[src/rtl/mem_stage.sv]
// mem_stage: memory-access pipeline stage between execute and writeback.
// Waits for the data_ok response of any load/store issued in execute,
// extracts and extends load data, and forwards results, exceptions and
// bypass info. Responses orphaned by a writeback flush are counted and
// discarded when they eventually arrive.
// Optional build macro MS_STALL_CNT_EN adds the ms_stall_cnt output, a
// free-running count of cycles spent waiting for data.
module mem_stage #(
  parameter int unsigned EXC_W    = 8,
  parameter int unsigned CANCEL_W = 2
) (
  input  logic              clk,
  input  logic              resetn,
  input  logic              es2ms_valid,
  output logic              ms_allowin,
  input  logic              es_mem_req,
  input  logic [4:0]        es_ld_op,
  input  logic [31:0]       es_pc,
  input  logic              es_rf_we,
  input  logic [4:0]        es_rf_waddr,
  input  logic [31:0]       es_result,
  input  logic [EXC_W-1:0]  es_exc,
  input  logic              data_sram_data_ok,
  input  logic [31:0]       data_sram_rdata,
  input  logic              ws_allowin,
  input  logic              wb_ex,
  output logic              ms2ws_valid,
  output logic [31:0]       ms_pc,
  output logic              ms_rf_we,
  output logic [4:0]        ms_rf_waddr,
  output logic [31:0]       ms_rf_wdata,
  output logic [EXC_W-1:0]  ms_exc,
  output logic              ms_ex,
  output logic [31:0]       ms_badv,
`ifdef MS_STALL_CNT_EN
  output logic [31:0]       ms_stall_cnt,
`endif
  output logic              ms_ld_wait
);

  localparam int unsigned       DATA_W  = 32;
  localparam logic [CANCEL_W-1:0] CNT_MAX = '1;

  // ld_op bit positions: {ld_b, ld_bu, ld_h, ld_hu, ld_w}
  localparam int unsigned LD_B  = 4;
  localparam int unsigned LD_BU = 3;
  localparam int unsigned LD_H  = 2;
  localparam int unsigned LD_HU = 1;
  localparam int unsigned LD_W  = 0;

  logic                ms_valid_q, ms_valid_d;
  logic                mem_req_q;
  logic [4:0]          ld_op_q;
  logic [31:0]         pc_q;
  logic                rf_we_q;
  logic [4:0]          rf_waddr_q;
  logic [DATA_W-1:0]   result_q;
  logic [EXC_W-1:0]    exc_q;
  logic                got_data_q, got_data_d;
  logic [DATA_W-1:0]   rdata_buf_q, rdata_buf_d;
  logic [CANCEL_W-1:0] discard_cnt_q, discard_cnt_d;

  logic              has_exc;
  logic              wait_data;
  logic              data_ok_eff;
  logic              ready_go;
  logic              allowin_int;
  logic              capture;
  logic              cnt_inc;
  logic              cnt_dec;
  logic [DATA_W-1:0] ld_word;
  logic [7:0]        ld_byte;
  logic [15:0]       ld_half;

  // Handshake and wait qualification
  always_comb begin
    has_exc     = |exc_q;
    data_ok_eff = data_sram_data_ok & (discard_cnt_q == '0);
    wait_data   = ms_valid_q & mem_req_q & ~has_exc & ~got_data_q;
    ready_go    = ~wait_data | data_ok_eff;
    allowin_int = ~ms_valid_q | (ready_go & ws_allowin);
    capture     = es2ms_valid & allowin_int & ~wb_ex;
    cnt_inc     = wb_ex & wait_data & ~data_ok_eff;
    cnt_dec     = data_sram_data_ok & (discard_cnt_q != '0);
  end

  // Next-state for valid, response buffer and discard counter
  always_comb begin
    ms_valid_d    = ms_valid_q;
    got_data_d    = got_data_q;
    rdata_buf_d   = rdata_buf_q;
    discard_cnt_d = discard_cnt_q;

    if (wb_ex) begin
      ms_valid_d = 1'b0;
    end else if (allowin_int) begin
      ms_valid_d = es2ms_valid;
    end

    if (wb_ex || allowin_int) begin
      got_data_d = 1'b0;
    end else if (wait_data && data_ok_eff && !ws_allowin) begin
      got_data_d  = 1'b1;
      rdata_buf_d = data_sram_rdata;
    end

    if (cnt_inc && !cnt_dec) begin
      if (discard_cnt_q != CNT_MAX) begin
        discard_cnt_d = discard_cnt_q + CANCEL_W'(1);
      end
    end else if (cnt_dec && !cnt_inc) begin
      discard_cnt_d = discard_cnt_q - CANCEL_W'(1);
    end
  end

  // Stage state registers
  always_ff @(posedge clk or negedge resetn) begin
    if (!resetn) begin
      ms_valid_q    <= 1'b0;
      got_data_q    <= 1'b0;
      rdata_buf_q   <= '0;
      discard_cnt_q <= '0;
    end else begin
      ms_valid_q    <= ms_valid_d;
      got_data_q    <= got_data_d;
      rdata_buf_q   <= rdata_buf_d;
      discard_cnt_q <= discard_cnt_d;
    end
  end

  // Instruction payload latched on capture
  always_ff @(posedge clk or negedge resetn) begin
    if (!resetn) begin
      mem_req_q  <= 1'b0;
      ld_op_q    <= '0;
      pc_q       <= '0;
      rf_we_q    <= 1'b0;
      rf_waddr_q <= '0;
      result_q   <= '0;
      exc_q      <= '0;
    end else if (capture) begin
      mem_req_q  <= es_mem_req;
      ld_op_q    <= es_ld_op;
      pc_q       <= es_pc;
      rf_we_q    <= es_rf_we;
      rf_waddr_q <= es_rf_waddr;
      result_q   <= es_result;
      exc_q      <= es_exc;
    end
  end

  // Load data selection and extension
  always_comb begin
    ld_word = got_data_q ? rdata_buf_q : data_sram_rdata;
    ld_half = result_q[1] ? ld_word[31:16] : ld_word[15:0];
    unique case (result_q[1:0])
      2'd0:    ld_byte = ld_word[7:0];
      2'd1:    ld_byte = ld_word[15:8];
      2'd2:    ld_byte = ld_word[23:16];
      default: ld_byte = ld_word[31:24];
    endcase

    ms_rf_wdata = result_q;
    if (ld_op_q[LD_W]) begin
      ms_rf_wdata = ld_word;
    end else if (ld_op_q[LD_B]) begin
      ms_rf_wdata = {{24{ld_byte[7]}}, ld_byte};
    end else if (ld_op_q[LD_BU]) begin
      ms_rf_wdata = {24'd0, ld_byte};
    end else if (ld_op_q[LD_H]) begin
      ms_rf_wdata = {{16{ld_half[15]}}, ld_half};
    end else if (ld_op_q[LD_HU]) begin
      ms_rf_wdata = {16'd0, ld_half};
    end
  end

  // Stage outputs; allowin is forced low while reset is asserted
  always_comb begin
    ms_allowin  = resetn & allowin_int;
    ms2ws_valid = ms_valid_q & ready_go;
    ms_pc       = pc_q;
    ms_rf_we    = ms_valid_q & rf_we_q & ~has_exc;
    ms_rf_waddr = rf_waddr_q;
    ms_exc      = exc_q;
    ms_ex       = ms_valid_q & has_exc;
    ms_badv     = result_q;
    ms_ld_wait  = ms_valid_q & (|ld_op_q) & ~ready_go;
  end

`ifdef MS_STALL_CNT_EN
  logic [31:0] stall_cnt_q;

  // Free-running count of cycles stalled on an outstanding response
  always_ff @(posedge clk or negedge resetn) begin
    if (!resetn) begin
      stall_cnt_q <= '0;
    end else if (wait_data && !data_ok_eff) begin
      stall_cnt_q <= stall_cnt_q + 32'd1;
    end
  end

  assign ms_stall_cnt = stall_cnt_q;
`endif

endmodule

[config.mk]
export PLATFORM = sky130hd
export DESIGN_NAME = mem_stage
export DESIGN_NICKNAME = d
export VERILOG_FILES = /design/src/rtl/mem_stage.sv
export SDC_FILE = /design/constraint.sdc
export NUM_CORES = 1
export LEC_CHECK = 0
export ABC_AREA = 0
export ABC_CLOCK_PERIOD_IN_PS = 2300
export CAP_MARGIN = 40
export CORE_AREA = 8 8 167 169
export CTS_BUF_LIST = sky130_fd_sc_hd__clkbuf_4 sky130_fd_sc_hd__clkbuf_8
export DETAILED_ROUTE_END_ITERATION = 10
export DIE_AREA = 0 0 175 177
export GPL_TIMING_DRIVEN = 0
export PLACE_DENSITY = 0.51
export SLEW_MARGIN = 40
export SYNTH_ARGS = -nofsm -noshare
export SYNTH_HDL_FRONTEND = slang
export SYNTH_SLANG_ARGS = --single-unit
[constraint.sdc]
create_clock -name clk -period 2.3 [get_ports clk]
set_clock_uncertainty 0.1 [all_clocks]
set_input_delay 0.46 -clock clk [delete_from_list [all_inputs] [get_ports clk]]
set_output_delay 0.46 -clock clk [all_outputs]
set_load 0.02 [all_outputs]
### Yosys cells after proc, flatten, opt, wreduce, memory -nomap -nowiden

Cells that the tools add are included.

* $add $sub $neg: 2
* equality and inequality tests: 4
* multiplexer cells: 15
* bitwise operators: 27
* reduce and logical (&&, ||, !) cells: 18

Operators by type and width (count)
* 32-bit two-way mux: 6
* 8-bit case mux with 3 select lines: 1
* 1-bit AND: 17
* 16-bit two-way mux: 1
* 1-bit inverter: 8
* 2-bit nonzero test: 4
* 8-bit OR reduction: 1
* 2-bit two-way mux: 3
* 5-bit OR reduction: 1
* 1-bit logical AND: 4
* 2-bit zero test: 2
* 1-bit two-way mux: 4
* 2-bit AND reduction: 2
* 1-bit zero test: 3
* 2-bit by 1-bit adder with 2-bit output (second input constant): 1
* 2-bit by 1-bit == test with 1-bit output (second input constant): 1
* 2-bit == test (second input constant): 1
* 2-bit by 1-bit inequality test with 1-bit output (second input constant): 1
* 2-bit inequality test (second input constant): 1
* 1-bit bitwise OR: 2
* 2-bit by 1-bit subtractor with 2-bit output (second input constant): 1
* 1-bit logical OR: 1

* register bits after elaboration: 120
* input port bits: 122

### Logic depth before layout (Yosys ltp)

Gate-level depths: netlist (run 1).

* depth in word-level cells: 11
* mapped depth: 7
* gate-level depth less buffers: 4

### Worst setup path after synthesis (run 1)

Ideal clock, no wire load.

* kind: register to output
* start point: register got_data_q
* end point: output port ms_rf_wdata[0]
* data arrival time: 2.117 ns
* data required time: 1.740 ns
* path slack: -0.377 ns
* stages on the path, launching flop included: 7
* cell sequence: dfrtp_1 buf_2 buf_2 buf_2 buf_2 mux2i_1 a211oi_1

* cells in the longest elaborated chain, start to end: 7
* elaborated cells on any way between the ends: 8
* those cells by class: 8 x mux

Ends and longest elaborated chain
* start: declaration: line 59 `logic got_data_q, got_data_d;`
* start signal: assignment: line 125 `got_data_q <= got_data_d;`
* 32-bit two-way mux (*): line 154 `ld_word = got_data_q ? rdata_buf_q : data_sram_rdata;`
* 16-bit two-way mux: line 155 `ld_half = result_q[1] ? ld_word[31:16] : ld_word[15:0];`
* 32-bit two-way mux: line 172 `end else if (ld_op_q[LD_HU]) begin`
* 32-bit two-way mux: line 170 `end else if (ld_op_q[LD_H]) begin`
* 32-bit two-way mux: line 168 `end else if (ld_op_q[LD_BU]) begin`
* 32-bit two-way mux: line 166 `end else if (ld_op_q[LD_B]) begin`
* 32-bit two-way mux (*): line 164 `if (ld_op_q[LD_W]) begin`
* end: declaration: line 31 `output logic [31:0] ms_rf_wdata,`

Every way passes the cells marked *; elsewhere a longest branch is shown, timed or not.

### Worst setup path in the final report (run 1)

* start point: register got_data_q
* end point: output port ms_rf_wdata[20]

* cells in the longest elaborated chain, start to end: 6
* elaborated cells on any way between the ends: 7
* those cells by class: 7 x mux

Ends and longest elaborated chain (line)
* 32-bit two-way mux (*): 154
* 16-bit two-way mux: 155
* 32-bit two-way mux: 170
* 32-bit two-way mux: 168
* 32-bit two-way mux: 166
* 32-bit two-way mux (*): 164

Marked as above.

==> results.cfg, run 1 <==
[status]
status = finished with violations
violations = hold timing, setup timing

[worst_hold_path]
hp-class = in -> async

[logic_synthesis]
synth.distinct_cells = 45
avgSynthCellArea_sq_um = 13.14
synth_flop_cell = dfrtp_1
synth-seq-area-share_pct = 50.65
ys_async_sr_fraction_pct = 100.0
synth_cells = 451
netlist.top_cell.by_area = dfrtp_1
synthTopCellsByArea = dfrtp_1 51%, mux2_1 17%, mux2i_1 5.9%
ys_warn_count = 0
synth-seq-cells = 120
synth_top_area_share_pct = 50.65
synth_edf_count = 0
synthesis.nets = 573
netlist_area_sq_um = 5928

[routing]
totalWireLength_um = 25520
first_pass_iters = 4
viasPerCell = 4.732
ant_nets = 0
dr.first_iter.drc_count = 259
via_count = 5328
drc = 0
avgRoutedWirePerCell_um = 22.66

[clocking]
cts_tree = built
numCtsBuffers = 17
root_buffer = clkbuf_8
clk_path_buf_depth = 2
htreeDepth = 4
path_clk_slew_ps = 80
worstSkewPairLatency_ps = 440
numClockSinks = 120

[grt]
grt_pass1_vias = 6173
use_met3_pct = 6.358
grt-busiest-layer = met2
grt_antenna_before_repair = 3
grt_max_degree = 68
use_met2_pct = 27.49
grt-ovfl-total = 0
grt_pass1_wl_um = 38490
met1_usage_pct = 19.16
track_usage_pct = 16.33

[run]
maxCapViolCount = 0

[place]
dp_hpwl_um = 17880
pre_cts_ws_ps = -1549
place_area_sq_um = 9049
port_buffers = 235
globalplace.congestion = 0.7780

[timing]
final_max_slew_viol_count = 0
fin_crit_sh_pct = 126.7
fin_crit_ps = 2914
worst_pin_slew_ps = 821.4
timing.slew.headroom_pct = 45.24
rsz0062_at_grt = yes
setup_viol_count_final = 153
setup_ws_ps = -613.9
max_freq_mhz = 343.2
finalHoldViolCount = 66
hold_slack_ps = -130.0

[finish]
area_growth_pct = 89.57
drive_above_1_share_pct = 48.61
fin_nets = 901
final_area_sq_um = 11240

[setup_path]
worst_path_max_delay_cell = mux4_2
crit_type = reg -> out
critPathMaxStageDelay_ps = 530
r2r_slack_ps = -210
cp_max_fo = 5
path_cells = mux4_2 > and3_4 > a311oi_4 > buf_6 > clkbuf_16 > a22oi_2 > buf_6
cp.arrival_ps = 2350
cp.required_ps = 1740
start_kind = register
endpoint_kind = output port
worst_path_most_repeated_cell = buf_6

[power_and_ir_drop]
ir_worst_vdd_v = 0.0003588
powerDensity_nw_per_um2 = 717.4
p_leak_uw = 0.004886

[die]
initial_utilization_pct = 23.28
dieArea_sq_um = 30980
die_y_um = 177
fp.dieW_um = 175
row_count = 59
coreArea_sq_um = 25470
ios = 236
metrics by stage:
step	total power (uW)	hold slack, ps	cells	setup TNS (ps)	util [%]
global placement	5244	367.9	1021	-625010	35.37
detailed placement	5283	362.6	1022	-113500	35.53
global route	8433	-117.9	1125	-42860	44.12
CTS	8101	-124.5	1119	-41300	43.89
floorplan	3856	64.41	451	-3183	-
finish	8062	-130.0	1126	-32850	44.13
worst max-delay path: cells and delay by family (launching register included):
| kind | cells | cell delay (ps) |
|---|---|---|
| multiplexers | 1 | 530 |
| buffers and inverters | 3 | 520 |
| flip-flops | 1 | 410 |
| AO/OA/AOI/OAI | 2 | 280 |
| AND/OR/NAND/NOR | 1 | 200 |
final timing paths:
path                                           from               to  cells after the start
max in group asynchronous                    resetn       ld_op_q[2]                      2
worst min register to register      rdata_buf_q[20]  rdata_buf_q[20]                      1
worst max register to register            ms_exc[7]       ld_op_q[4]                      9
min in group clk                data_sram_rdata[31]  rdata_buf_q[31]                      2
worst max-delay path                     got_data_q  ms_rf_wdata[20]                      7
worst min-delay path                         resetn        ms_pc[23]                      1
per-layer routing:
layer	share of wire, %	wire (um)
met5	0.15	39
met1	41	10440
met4	1.7	427
met2	49	12570
met3	8.0	2040
what timing repair did:
action | CTS | global route
pin swaps | 32 | 23
buffers inserted | 57 | 19
resized for setup | 456 | 32
setup endpoints to repair | 154 | 154
hold endpoints to repair | 66 | 66
gates cloned | 13 | 1
cell families after synthesis:
kind of cell | share of synthesized area [%]
compound gates | 8.949
buf+inv | 3.018
flops | 50.65
mux | 31.74
simple gates | 5.635
final cells by class:
cell class	count	area (sq um)
diodes	1	2.502
plain buffers	25	385.4
clock buffers	23	304.0
clock inverters	7	118.9
fillers	2355	14230
inverters	4	15.01
multi-input cells	296	3638
flip-flops and latches	120	3017
well taps	335	419.2
repair buffers	315	3338
synth_stat cells, types with 2 or more instances:
cell type	instances
and2_1	3
nor2b_1	2
a22oi_1	26
nand4_1	5
a221oi_1	13
mux2i_1	35
clkbuf_1	12
mux4_2	8
or4_1	4
a21oi_1	6
mux2_1	90
mux2_2	30
dfrtp_1	120
a21boi_0	3
o21ai_0	8
buf_4	10
nand2b_1	3
nor2_1	12
and3_1	2
nand2_1	19
inv_1	4
o41ai_1	4
buf_2	8
nor3_1	2
nor4_1	2
state kept, by name, indices dropped and copies added, names as in the netlist:
signal,cells
ms_badv,32
ms_pc,32
rdata_buf_q,32
ms_exc,8
ld_op_q,5
ms_rf_waddr,5
discard_cnt_q,2
got_data_q,1
mem_req_q,1
ms_valid_q,1
rf_we_q,1
cell usage in the layout (no fill, tap or decap), drive strengths merged, types with 8 or more instances in the layout:
cell / synthesis / routed
clkdlybuf4s50: 0 / 194
a22oi: 26 / 26
nand2: 19 / 19
dfrtp: 120 / 120
mux2i: 35 / 35
nor2: 12 / 12
mux2: 120 / 120
o21ai: 9 / 9
buf: 19 / 134
a221oi: 13 / 13
clkbuf: 12 / 32
mux4: 8 / 8
where the power goes:
part	internal, uW	switching, uW
Combinational	1800	1510
Clock	1200	905
Sequential	2380	260
Total	5380	2680
(Power assumes the default switching activity.)
==> inputs of run 2 (changes only) <==
TNS_END_PERCENT = 20   (was default)
==> run 2 against run 1 <==
Compared with the run above: the flow finishes with violations (setup timing); critical path depth grew 1; sequential share of layout area grew 2.0 points; non-clock buffer count fell by 26; cell area is 7.1% lower; combinational power shrank 6.9%; largest cell class is now multi-input gates.
==> results.cfg, run 2 (same netlist as run 1, synthesis figures left out) <==
[status]
status = finished with violations
violations = setup timing

[setup_path]
cp_max_fo = 5
crit_type = reg -> out
start_kind = register
cp.arrival_ps = 2370
cp.required_ps = 1740
endpoint_kind = output port

[run]
maxCapViolCount = 0

[die]
ios = 236
dieArea_sq_um = 30980
coreArea_sq_um = 25470
initial_utilization_pct = 23.28
die_y_um = 177
row_count = 59
fp.dieW_um = 175

[grt]
grt_pass1_vias = 5678
grt_pass1_wl_um = 35170
grt-ovfl-total = 0
track_usage_pct = 14.96
grt_antenna_before_repair = 2
grt_max_degree = 51

[timing]
worst_pin_slew_ps = 840.7
setup_viol_count_final = 127
finalHoldViolCount = 0
hold_slack_ps = 296.8
max_freq_mhz = 341.0
setup_ws_ps = -632.5
rsz0062_at_grt = yes
final_max_slew_viol_count = 0
fin_crit_sh_pct = 127.5
fin_crit_ps = 2932
timing.slew.headroom_pct = 43.96

[clocking]
numCtsBuffers = 17
cts_tree = built
htreeDepth = 4
worstSkewPairLatency_ps = 450
path_clk_slew_ps = 80
clk_path_buf_depth = 2
root_buffer = clkbuf_8
numClockSinks = 120

[place]
port_buffers = 235
dp_hpwl_um = 17800
placedCellCount = 1023
globalplace.congestion = 0.7776

[finish]
layout_commonest_cell = clkdlybuf4s50_1
drive_above_1_share_pct = 39.56
utilization_pct = 40.98
diodes = 0
fin_cells = 1101
area_growth_pct = 76.05
final_cell_mix = 194 x clkdlybuf4s50_1, 112 x dfrtp_1, 51 x buf_4
fin_nets = 875

[routing]
drc = 0
dr.first_iter.drc_count = 227
via_count = 5106
ant_nets = 0
avgRoutedWirePerCell_um = 21.49
viasPerCell = 4.638
totalWireLength_um = 23660
first_pass_iters = 4

[power_and_ir_drop]
p_leak_uw = 0.004355
ir_worst_vdd_v = 0.0003419
intPower_uw = 4977
powerDensity_nw_per_um2 = 739.4
p_sw_share_pct = 35.51
seq_power_share_pct = 34.1
p_switching_uw = 2741
combPwrFrac_pct = 39.9
power_frac_clock_pct = 26.1

[worst_hold_path]
hp-class = in -> reg
-- run 2: cell type report --
class / instances / area [sq um]
Fill cell: 2430 / 15030
Buffer: 25 / 332.8
Sequential cell: 120 / 3013
Clock inverter: 15 / 163.9
Timing Repair Buffer: 289 / 2904
Tap cell: 335 / 419.2
Inverter: 4 / 15.01
Multi-Input combinational cell: 296 / 3354
Clock buffer: 17 / 234.0
-- run 2: per-stage QoR --
stage | setup TNS (ps) | setup slack [ps] | power [uW] | cell area, sq um
2_1_floorplan | -11280 | -118.1 | 3833 | 6081
3_3_place_gp | -624260 | -4830 | 5218 | 8852
3_5_place_dp | -107050 | -1540 | 5259 | 8912
4_1_cts | -28080 | -714.5 | 7551 | 9893
5_1_grt | -38900 | -721.6 | 8100 | 10440
6_report | -27490 | -632.5 | 7717 | 10440
-- run 2: worst max-delay path: stages, from the launching register on --
cell	delay, ps
dfrtp_2	470
buf_12	160
mux2i_4	180
a22oi_2	330
a311oi_4	150
buf_6	160
buf_8	130
a22oi_2	170
buf_4	170
-- run 2: layer usage --
metal / track usage [%] / routed length (um) / vias to the layer above
met1: 17.83 / 9770 / 2564
met5: 0 / 24 / -
li1: - / - / 2316
met2: 24.32 / 11350 / 208
met3: 6.571 / 2327 / 14
met4: 3.921 / 185 / 4
-- run 2: power groups by stage --
stage | registers [uW] | logic, uW | clock network, uW
floorplan | 2880 | 957 | 0
global placement | 2640 | 2580 | 0
detailed placement | 2650 | 2610 | 0
CTS | 2630 | 2830 | 2090
global route | 2670 | 3250 | 2180
finish | 2630 | 3080 | 2010
-- run 2: final timing paths --
kind	slack (ps)	cells past startpoint	to	from
max	-630	8	ms_rf_wdata[28]	ms_badv[1]
min	300	2	rdata_buf_q[31]	data_sram_rdata[31]
max reg2reg	-150	5	rdata_buf_q[3]	ms_exc[4]
min reg2reg	400	1	rf_we_q	rf_we_q
max in group asynchronous	1090	4	ld_op_q[0]	resetn
min in group asynchronous	530	4	ms_pc[17]	resetn
-- run 2: repair_timing --
action / CTS / global route
resized for setup: 278 / 118
gates cloned: 2 / 0
endpoints found under the setup margin: 154 / 150
pin swaps: 14 / 19
hold buffers: 5 / 0
setup buffers: 19 / 26
endpoints found under the hold margin: 27 / 0
